### config.mk
export PLATFORM = sky130hd
export DESIGN_NAME = lr35902_snd_wave_flat
export DESIGN_NICKNAME = d
export VERILOG_FILES = /design/src/rtl/lr35902_snd_pkg.sv /design/src/rtl/lr35902_snd_wave_if.sv /design/src/rtl/lr35902_snd_wram.sv /design/src/rtl/lr35902_snd_wave.sv /design/src/flat_wrapper.sv
export SDC_FILE = /design/constraint.sdc
export NUM_CORES = 1
export LEC_CHECK = 0
export ABC_AREA = 1
export CAP_MARGIN = 20
export CORE_ASPECT_RATIO = 0.9
export CORE_UTILIZATION = 55
export CTS_CLUSTER_SIZE = 16
export DETAILED_ROUTE_END_ITERATION = 7
export HOLD_SLACK_MARGIN = 0.15
export PLACE_DENSITY = 0.84
export SLEW_MARGIN = 20
export SYNTH_ARGS = -nofsm -noshare
export SYNTH_HDL_FRONTEND = slang
export SYNTH_SLANG_ARGS = --single-unit
### constraint.sdc
create_clock -name clk -period 2.8 [get_ports clk]
set_clock_uncertainty 0.15 [all_clocks]
set_input_delay 0.56 -clock clk [delete_from_list [all_inputs] [get_ports clk]]
set_output_delay 0.56 -clock clk [all_outputs]
set_load 0.02 [all_outputs]
### src/rtl/lr35902_snd_pkg.sv
// Shared sound-unit definitions: register addresses, mixer silence level,
// and the NR32 volume shift/offset table with its helper.
// No ports; imported by every voice and the mixer.
package lr35902_snd_pkg;

  localparam logic [15:0] NR30_ADR  = 16'hFF1A;
  localparam logic [15:0] NR31_ADR  = 16'hFF1B;
  localparam logic [15:0] NR32_ADR  = 16'hFF1C;
  localparam logic [15:0] NR33_ADR  = 16'hFF1D;
  localparam logic [15:0] NR34_ADR  = 16'hFF1E;
  localparam logic [15:0] NR52_ADR  = 16'hFF26;
  localparam logic [15:0] WAVE_BASE = 16'hFF30;

  localparam logic [3:0] SILENCE = 4'd8;

  // Indexed by NR32[6:5]; entry 0 is never used because vol 0 is silence.
  localparam logic [7:0]  VOL_SHIFT = {2'd2, 2'd1, 2'd0, 2'd0};
  localparam logic [15:0] VOL_OFS   = {4'd6, 4'd4, 4'd0, 4'd0};

  // Attenuated sample, re-centred around SILENCE.
  function automatic logic [3:0] wave_level(input logic [3:0] s, input logic [1:0] vol);
    return (s >> VOL_SHIFT[{vol, 1'b0} +: 2]) + VOL_OFS[{vol, 2'b00} +: 4];
  endfunction

endpackage

### src/rtl/lr35902_snd_wave_if.sv
// CPU access bus for the wave RAM (FF30-FF3F).
//  wram_adr   byte address          wram_din   write data
//  wram_write one-clk write strobe  wram_read  one-clk read strobe
//  wram_dout  registered read data
interface lr35902_snd_wave_if;
  logic [3:0] wram_adr;
  logic [7:0] wram_din;
  logic       wram_write;
  logic       wram_read;
  logic [7:0] wram_dout;

  modport master (output wram_adr, wram_din, wram_write, wram_read, input wram_dout);
  modport slave  (input wram_adr, wram_din, wram_write, wram_read, output wram_dout);
endinterface

### src/rtl/lr35902_snd_wram.sv
// 16x8 wave RAM.
//  clk, reset  clock / sync active-high reset (clears all bytes, rdata=FF)
//  we/wadr/wdata    write port
//  re/radr/rdata    registered read port, rdata held between reads
//  peek_adr/peek_data  combinational view used by the sample fetch; it sees
//                      the byte as it was before a same-cycle write
module lr35902_snd_wram (
  input  logic       clk,
  input  logic       reset,
  input  logic       we,
  input  logic [3:0] wadr,
  input  logic [7:0] wdata,
  input  logic       re,
  input  logic [3:0] radr,
  output logic [7:0] rdata,
  input  logic [3:0] peek_adr,
  output logic [7:0] peek_data
);
  logic [15:0][7:0] mem;

  assign peek_data = mem[peek_adr];

  always_ff @(posedge clk) begin
    if (reset) begin
      mem   <= '0;
      rdata <= 8'hFF;
    end else begin
      if (we) mem[wadr] <= wdata;
      if (re) rdata <= mem[radr];
    end
  end
endmodule

### src/rtl/lr35902_snd_wave.sv
// Voice 3 (wave) generator.
//  clk, reset   clock / sync active-high reset
//  tick         2 MHz enable        len_tick  256 Hz length strobe
//  dac_ena      NR30.7              len_load/len  NR31 load
//  vol          NR32[6:5]           freq      NR33/NR34 frequency
//  cntlen       NR34.6              trigger   NR34.7 write pulse
//  cpu          wave RAM CPU bus (slave)
//  active       NR52.2              out       4-bit mixer sample, 8 = silence
module lr35902_snd_wave
  import lr35902_snd_pkg::*;
#(
  parameter int LEN_BITS = 9,
  parameter int POS_BITS = 5
) (
  input  logic        clk,
  input  logic        reset,
  input  logic        tick,
  input  logic        len_tick,
  input  logic        dac_ena,
  input  logic        len_load,
  input  logic [7:0]  len,
  input  logic [1:0]  vol,
  input  logic [10:0] freq,
  input  logic        cntlen,
  input  logic        trigger,
  lr35902_snd_wave_if.slave cpu,
  output logic        active,
  output logic [3:0]  out
);
  logic [10:0]         freq_cnt;
  logic [POS_BITS-1:0] pos, pos_nxt;
  logic [LEN_BITS-1:0] len_cnt;
  logic [3:0]          sample_buf, nib;
  logic [7:0]          play_byte;
  logic [3:0]          ram_adr;
  logic                len_dec;

  assign pos_nxt = pos + 1'b1;
  // While playing, the CPU only ever reaches the byte being played.
  assign ram_adr = active ? pos[POS_BITS-1:1] : cpu.wram_adr;
  // Even positions play the high nibble.
  assign nib     = pos_nxt[0] ? play_byte[3:0] : play_byte[7:4];
  assign len_dec = !len_load && !trigger && len_tick && cntlen && (len_cnt != '0);

  lr35902_snd_wram u_wram (
    .clk       (clk),
    .reset     (reset),
    .we        (cpu.wram_write),
    .wadr      (ram_adr),
    .wdata     (cpu.wram_din),
    .re        (cpu.wram_read),
    .radr      (ram_adr),
    .rdata     (cpu.wram_dout),
    .peek_adr  (pos_nxt[POS_BITS-1:1]),
    .peek_data (play_byte)
  );

  always_ff @(posedge clk) begin
    if (reset) begin
      freq_cnt   <= '0;
      pos        <= '0;
      len_cnt    <= '0;
      sample_buf <= '0;
      active     <= 1'b0;
      out        <= SILENCE;
    end else begin
      // Trigger restarts the period; the old sample_buf keeps playing.
      if (trigger) begin
        freq_cnt <= freq;
        pos      <= '0;
      end else if (tick && active) begin
        if (freq_cnt == 11'h7FF) begin
          freq_cnt   <= freq;
          pos        <= pos_nxt;
          sample_buf <= nib;
        end else begin
          freq_cnt <= freq_cnt + 1'b1;
        end
      end

      if (len_load)                 len_cnt <= LEN_BITS'(256) - LEN_BITS'(len);
      else if (trigger)             begin if (len_cnt == '0) len_cnt <= LEN_BITS'(256); end
      else if (len_dec)             len_cnt <= len_cnt - 1'b1;

      if (!dac_ena)                                  active <= 1'b0;
      else if (trigger)                              active <= 1'b1;
      else if (len_dec && len_cnt == LEN_BITS'(1))   active <= 1'b0;

      out <= (active && vol != 2'd0) ? wave_level(sample_buf, vol) : SILENCE;
    end
  end
endmodule

### src/flat_wrapper.sv
// flat-port wrapper written by rule: the top's interface ports become plain ports
module lr35902_snd_wave_flat import lr35902_snd_pkg::*;
#(
  parameter int LEN_BITS = 9,
  parameter int POS_BITS = 5
)
  (clk, reset, tick, len_tick, dac_ena, len_load, len, vol, freq, cntlen, trigger, active, out, cpu_wram_adr, cpu_wram_din, cpu_wram_write, cpu_wram_read, cpu_wram_dout);
  lr35902_snd_wave_if cpu_i ();
  input  logic clk;
  input  logic reset;
  input  logic tick;
  input  logic len_tick;
  input  logic dac_ena;
  input  logic len_load;
  input  logic [7:0] len;
  input  logic [1:0] vol;
  input  logic [10:0] freq;
  input  logic cntlen;
  input  logic trigger;
  output logic active;
  output logic [3:0] out;
  input wire logic [$bits(cpu_i.wram_adr)-1:0] cpu_wram_adr;
  input wire logic [$bits(cpu_i.wram_din)-1:0] cpu_wram_din;
  input wire logic [$bits(cpu_i.wram_write)-1:0] cpu_wram_write;
  input wire logic [$bits(cpu_i.wram_read)-1:0] cpu_wram_read;
  output wire logic [$bits(cpu_i.wram_dout)-1:0] cpu_wram_dout;
  assign cpu_i.wram_adr = cpu_wram_adr;
  assign cpu_i.wram_din = cpu_wram_din;
  assign cpu_i.wram_write = cpu_wram_write;
  assign cpu_i.wram_read = cpu_wram_read;
  assign cpu_wram_dout = cpu_i.wram_dout;
  lr35902_snd_wave #(.LEN_BITS(LEN_BITS), .POS_BITS(POS_BITS)) u_core (.clk(clk), .reset(reset), .tick(tick), .len_tick(len_tick), .dac_ena(dac_ena), .len_load(len_load), .len(len), .vol(vol), .freq(freq), .cntlen(cntlen), .trigger(trigger), .cpu(cpu_i), .active(active), .out(out));
endmodule
Word level (Yosys, flattened, before mapping)
Cells that the tools add are included.
{ "op_classes": {"div_mod_pow": 0, "reduce_logical": 22, "addsub": 5, "mul": 0, "n_eq_ne": 3, "shifts": 3, "bitwise_logic": 3, "magnitude_cmp": 3, "n_mux": 18} }
{ "op_table": {"columns": ["cell", "n"], "rows": [
  ["$bwmux W128", 1],
  ["$bmux W8 S4", 2],
  ["$mux W9", 4],
  ["$mux W11", 3],
  ["$demux W8 S4", 1],
  ["$mux W8", 3],
  ["$shiftx A16 B5 Y4 const A", 1],
  ["$add A11 B1 Y11 const B", 1],
  ["$eq A11 B11 Y1 const B", 1],
  ["$lt A4 B5 Y1 const B", 2],
  ["$eq A9 B1 Y1 const B", 1],
  ["$logic_not A9 Y1", 1],
  ["$reduce_bool A9 Y1", 1],
  ["$sub A9 B1 Y9 const B", 1],
  ["$sub A9 B8 Y9 const A", 1],
  ["$logic_and A1 B1 Y1", 8],
  ["$mux W4", 2],
  ["$shiftx A8 B4 Y2 const A", 1],
  ["$reduce_bool A2 Y1", 3],
  ["$reduce_or A2 Y1", 3],
  ["$add A5 B1 Y5 const B", 1],
  ["$add A4 B4 Y4", 1],
  ["$ge A4 B1 Y1 const B", 1],
  ["$reduce_and A2 Y1", 2],
  ["other kinds (7)", 11]
]} }
{ "totals": {"reg_bits": 170, "mem_bits_rw": 0, "latch_bits": 0, "output_inout_bits": 13, "mem_bits_ro": 0, "mem_count": 0} }

Depth between registers and ports, before layout
{ "depth": {"word_depth": 8, "ltp_mapped": 13, "depth_no_buf": 12} }

Modules after synthesis
A second synthesis with hierarchy kept.
{ "unflattened": {"hier_cells": 1504, "hier_area_um2": 9781.9} }
{ "by_module_without_submodules": {"columns": ["module", "cells_each", "seq_area_each_um2", "n_inst", "area_per_inst_um2"], "rows": [
  ["lr35902_snd_wram", 1122, 2722.6, 1, 7415.9],
  ["lr35902_snd_wave", 382, 680.7, 1, 2366.0]
]} }

Worst setup path before layout
Ideal clock, no wire load.
{ "synth_path": {"path_kind": "input-to-reg", "start": "input vol[1]", "end": "register u_core.out[2]", "arrival_ns": 2.023, "setup_ns": 0.092, "stages": 7, "setup_slack_ns": 0.536, "t_required_ns": 2.558, "cell_sequence": "clkbuf_1 > inv_1 > or2_2 > o22ai_1 > inv_1 > fa_1 > nor4_1"} }
{ "synth_via": {"elab_chain_cells": 4, "elab_cells_between_ends": 8} }
{ "synth_lines": {"columns": ["item", "line", "rtl"], "rows": [
  ["from (decl)", "flat_wrapper.sv:16", "input logic [1:0] vol;"],
  ["branches (longest 4 deep; another with $add A4 B4 Y4)", null, null],
  ["to (signal assigned)", "lr35902_snd_wave.sv:89", "out <= (active && vol != 2'd0) ? wave_level(sample_buf, vol) : SILENCE;"],
  ["to (decl)", "lr35902_snd_wave.sv:28", "output logic [3:0] out"]
]} }
Several ways; the timed one is not identified.
A chain may end at the register's enable or synchronous reset.

Final worst setup path
{ "layout_path": {"start": "register u_core.pos[0]", "end": "register u_core.sample_buf[2]"} }
{ "layout_via": {"elab_chain_cells": 4} }
{ "layout_lines": {"columns": ["item", "line", "rtl"], "rows": [
  ["from (decl)", "lr35902_snd_wave.sv:31", "logic [POS_BITS-1:0] pos, pos_nxt;"],
  ["from (signal assigned)", "lr35902_snd_wave.sv:74", "pos <= pos_nxt;"],
  ["$add A5 B1 Y5", "lr35902_snd_wave.sv:38", "assign pos_nxt = pos + 1'b1;"],
  ["named net u_core.pos_nxt[1]", "lr35902_snd_wave.sv:31", null],
  ["$bmux W8 S4", "lr35902_snd_wram.sv:21", "assign peek_data = mem[peek_adr];"],
  ["$mux W8 (implied by the code)", "lr35902_snd_wram.sv:21", null],
  ["$mux W4", "lr35902_snd_wave.sv:42", "assign nib = pos_nxt[0] ? play_byte[3:0] : play_byte[7:4];"],
  ["to (signal assigned)", "lr35902_snd_wave.sv:75", "sample_buf <= nib;"],
  ["to (decl)", "lr35902_snd_wave.sv:33", "logic [3:0] sample_buf, nib;"]
]} }
The timed path passes the listed nets, and every way through them passes these cells. The select of a mux whose other input is x is not followed.

==> summary.txt <==
=================================================================================
Critical path class ................................................   reg -> reg
Post-DR wirelength/cell ............................................ 17.0 microns
Antenna violations before repair ...................................            0
Signal arrival time at the worst endpoint ..........................      2.66 ns
Ys async rst share .................................................            0
Fill cells .........................................................         1485
Placed Cells incl. Taps ............................................         1696
Chip Width .........................................................  140 microns
Sequential element share of the synthesized area ...................        0.360
Clock tree from TritonCTS ..........................................         done
Post-Syn Area per Cell .............................................   6.44 sq um
Overflow after GRT .................................................            0
Number of nets with antenna violations after detailed routing ......            0
Worst-Skew Late Latency ............................................      0.45 ns
Largest fanout on the critical path ................................           47
Detailed Route WL ..................................................      29.3 mm
Number of flops mapped to enable cells by yosys ....................            0
Post-synth top area share ..........................................        0.360
Slew HR ............................................................        0.459
Post-layout instance count excluding filler cells ..................         1728
Mapped Area ........................................................ 0.00946 sq mm
# H-tree levels ....................................................            4
Quantity of gates resized following cts ............................            0
Post-route DRC .....................................................            0
Switch share .......................................................        0.286
Total Power Consumption ............................................      5.63 mW
VDD IR max .........................................................     0.490 mV
Number of optimization iterations in the first detailed-route pass .            6
Growth of design area from synthesis to finish .....................        13.9%
Number of nets in the finished design ..............................         1554
Count of final setup violators .....................................            0
Register-to-register setup slack ...................................      0.38 ns
Actual slew at the worst max-slew pin ..............................     0.809 ns
Ant. Diodes ........................................................            0
Leakage power of the design ........................................      4.27 nW
Total number of vias ...............................................        10100
Final number of max-transition violations ..........................            0
I/O pin total ......................................................           56
Pin count of the biggest net entering global routing ...............           93
Worst path required time ...........................................      3.04 ns
Clock slew at reported path FFs ....................................      0.07 ns
Time the worst path needs with I/O delays and setup ................      2.42 ns
Worst path bufs/invs ...............................................            1
Cell area after placement .......................................... 0.0102 sq mm
Post-synthesis instance total ......................................         1468
CTS Buf Count ......................................................           17
Crit path top cell by count ........................................      nand3_1
Share of layout cells above drive strength 1 .......................       0.0864
Slowest-stage cell, CP .............................................      dfxtp_1
Core Util, Final ...................................................        0.640
Gpl congestion .....................................................        0.962
Global-route wire length before repair .............................      46.7 mm
Seq pwr share ......................................................        0.458
Standard cell core area ............................................ 0.0168 sq mm
Top cell type by total area after synthesis ........................      dfxtp_1
Area of all sequential standard cells .............................. 0.00340 sq mm
Number of placement rows ...........................................           45
Max Cap Viol .......................................................            0
Final Hold Fails ...................................................            0
Multi-input gate area .............................................. 0.00513 sq mm
Post-route standard cell area excluding fillers .................... 0.0108 sq mm
Initial Utilization ................................................        0.562
Port Buffer Count ..................................................           55
Biggest cell delay along the critical path .........................      0.41 ns
Chip height ........................................................  126 microns
Endpoint kind of the worst setup timing path .......................    flip-flop
CTS Buffer Depth ...................................................            2
Combined global-route utilization of all metal layers ..............        0.335
Final critical-path share of the clock period ......................        0.864
Cell family with the largest share of critical-path delay .......... simple AND/OR/NAND/NOR gates
Detailed placement HPWL ............................................      20.1 mm
Setup TNS Final ....................................................         0 ns
Number of synthesized register bits ................................          170
Root buffer cell ...................................................    clkbuf_16
Primary flip-flop cell chosen by synthesis mapping .................      dfxtp_1
Int Pwr ............................................................      4.02 mW
RSZ-0062 raised after global routing ...............................           no
Part of the total power dissipated in combinational logic ..........        0.131
Top cell types by occurrence after synthesis ....................... 357 x nand2_1, 249 x o21ai_0, 170 x dfxtp_1
Number of global-route vias before repair ..........................         9102
CTS sink cnt .......................................................          170
Area contributors post-synth ....................................... dfxtp_1 36%, nand2_1 14%, o21ai_0 13%
Share of total power in the clock network ..........................        0.412
Post-Syn Nets ......................................................         1518
Count of warnings emitted by yosys .................................            0
Setup Buffers After CTS ............................................            0
Distinct cell type count of the synthesized netlist ................           42
P_sw ...............................................................      1.61 mW
Post-DR vias/cell ..................................................         5.85
Outcome ............................................................    completed
Count of hold buffers inserted by post-cts repair ..................            0
PD cells ...........................................................  523 mW/mm^2
Count leader, synth ................................................      nand2_1
Die Area ........................................................... 0.0177 sq mm
Cell Chain, Critical Path .......................................... ha_2 > buf_4 > nand2_1 > nand2_1 > nand2_1 > nand3_1 > nand3_1 > nand3_1 > nand3_1 > a21oi_1
Critical path launch point type ....................................    flip-flop
Fmax ...............................................................    0.413 GHz
Starting DRC count in detailed routing .............................         1177
Hold crit path type ................................................   reg -> reg
=================================================================================
==> worst paths after layout <==
path,from,end,cells past startpoint
worst min-delay path,u_core.u_wram.mem[38],u_core.u_wram.mem[38],2
worst max register to register,u_core.pos[0],u_core.sample_buf[2],10
worst min register to register,u_core.u_wram.mem[38],u_core.u_wram.mem[38],2
worst max-delay path,u_core.pos[0],u_core.sample_buf[2],10
==> routing by layer <==
layer	wire length [microns]	global-route usage
met1	12000	0.443
met2	12700	0.510
met3	3530	0.0808
met4	1090	0.169
met5	0	0
==> flip-flops by register name (all words and copies together), names as in the netlist <==
signal,count
u_core.active,1
u_core.freq_cnt,11
u_core.len_cnt,9
u_core.out,4
u_core.pos,5
u_core.sample_buf,4
u_core.u_wram.mem,128
u_core.u_wram.rdata,8
==> layout by cell type, fill, tap and decap left out, types with 2 or more instances in the layout <==
cell	n
nand2_1	357
o21ai_0	249
dfxtp_1	170
nor2_1	168
inv_1	115
a21oi_1	99
nand3_1	91
clkdlybuf4s50_1	55
buf_4	38
nand4_1	22
inv_2	18
clkbuf_16	17
nor2_4	16
o21ai_1	16
xor2_1	9
o22ai_1	5
nor3_1	5
inv_4	5
ha_1	5
clkinv_4	5
nand2_2	4
nor2_2	4
or2_2	3
nor2_8	3
mux2i_1	3
clkinv_2	3
o21ai_4	2
nand2_4	2
o31ai_1	2
nor4_1	2
o211ai_1	2
o21bai_1	2
inv_6	2
clkinvlp_4	2
buf_12	2
==> worst register-to-register path, cell delays in order (launching register included) <==
cell     delay [ns]
dfxtp_1        0.41
ha_2           0.39
buf_4          0.41
nand2_1        0.13
nand2_1        0.10
nand2_1        0.07
nand3_1        0.16
nand3_1        0.17
nand3_1        0.12
nand3_1        0.12
a21oi_1        0.14
==> power by group through the flow <==
stage	clock network, mW	logic [mW]	registers, mW
floorplan	0	0.458	2.62
detailed placement	0	0.714	2.63
CTS	2.31	0.720	2.58
global placement	0	0.702	2.63
global route	2.40	0.804	2.59
finish	2.32	0.735	2.58
==> area by class of cell <==
cell class / instances / area share
clock buffer: 19 / 0.0411
clock inverter: 13 / 0.0113
multi-input combinational: 1081 / 0.476
timing repair buffer: 95 / 0.0813
inverter: 139 / 0.0496
tap: 211 / 0.0245
sequential: 170 / 0.316
==> per-stage QoR <==
stage                     hold slack, ns  setup WS, ns
after detailed placement           0.302         0.143
final                              0.314         0.381
after global routing               0.339         0.264
after CTS                          0.311         0.470
after global placement             0.300         0.214
after floorplan                    0.289         0.536
==> cell families (layout without fill, tap and decap cells) <==
| logic type | Yosys count | in the layout | synth area share |
|---|---|---|---|
| simple gates | 680 | 680 | 0.312 |
| compound gates | 381 | 381 | 0.207 |
| buf+inv | 217 | 266 | 0.0980 |
| flops | 170 | 170 | 0.360 |
| xor+xnor | 10 | 10 | 0.00926 |
| fa+ha+maj | 7 | 7 | 0.0101 |
| mux | 3 | 3 | 0.00317 |
Power figures use the tool's default switching activity.
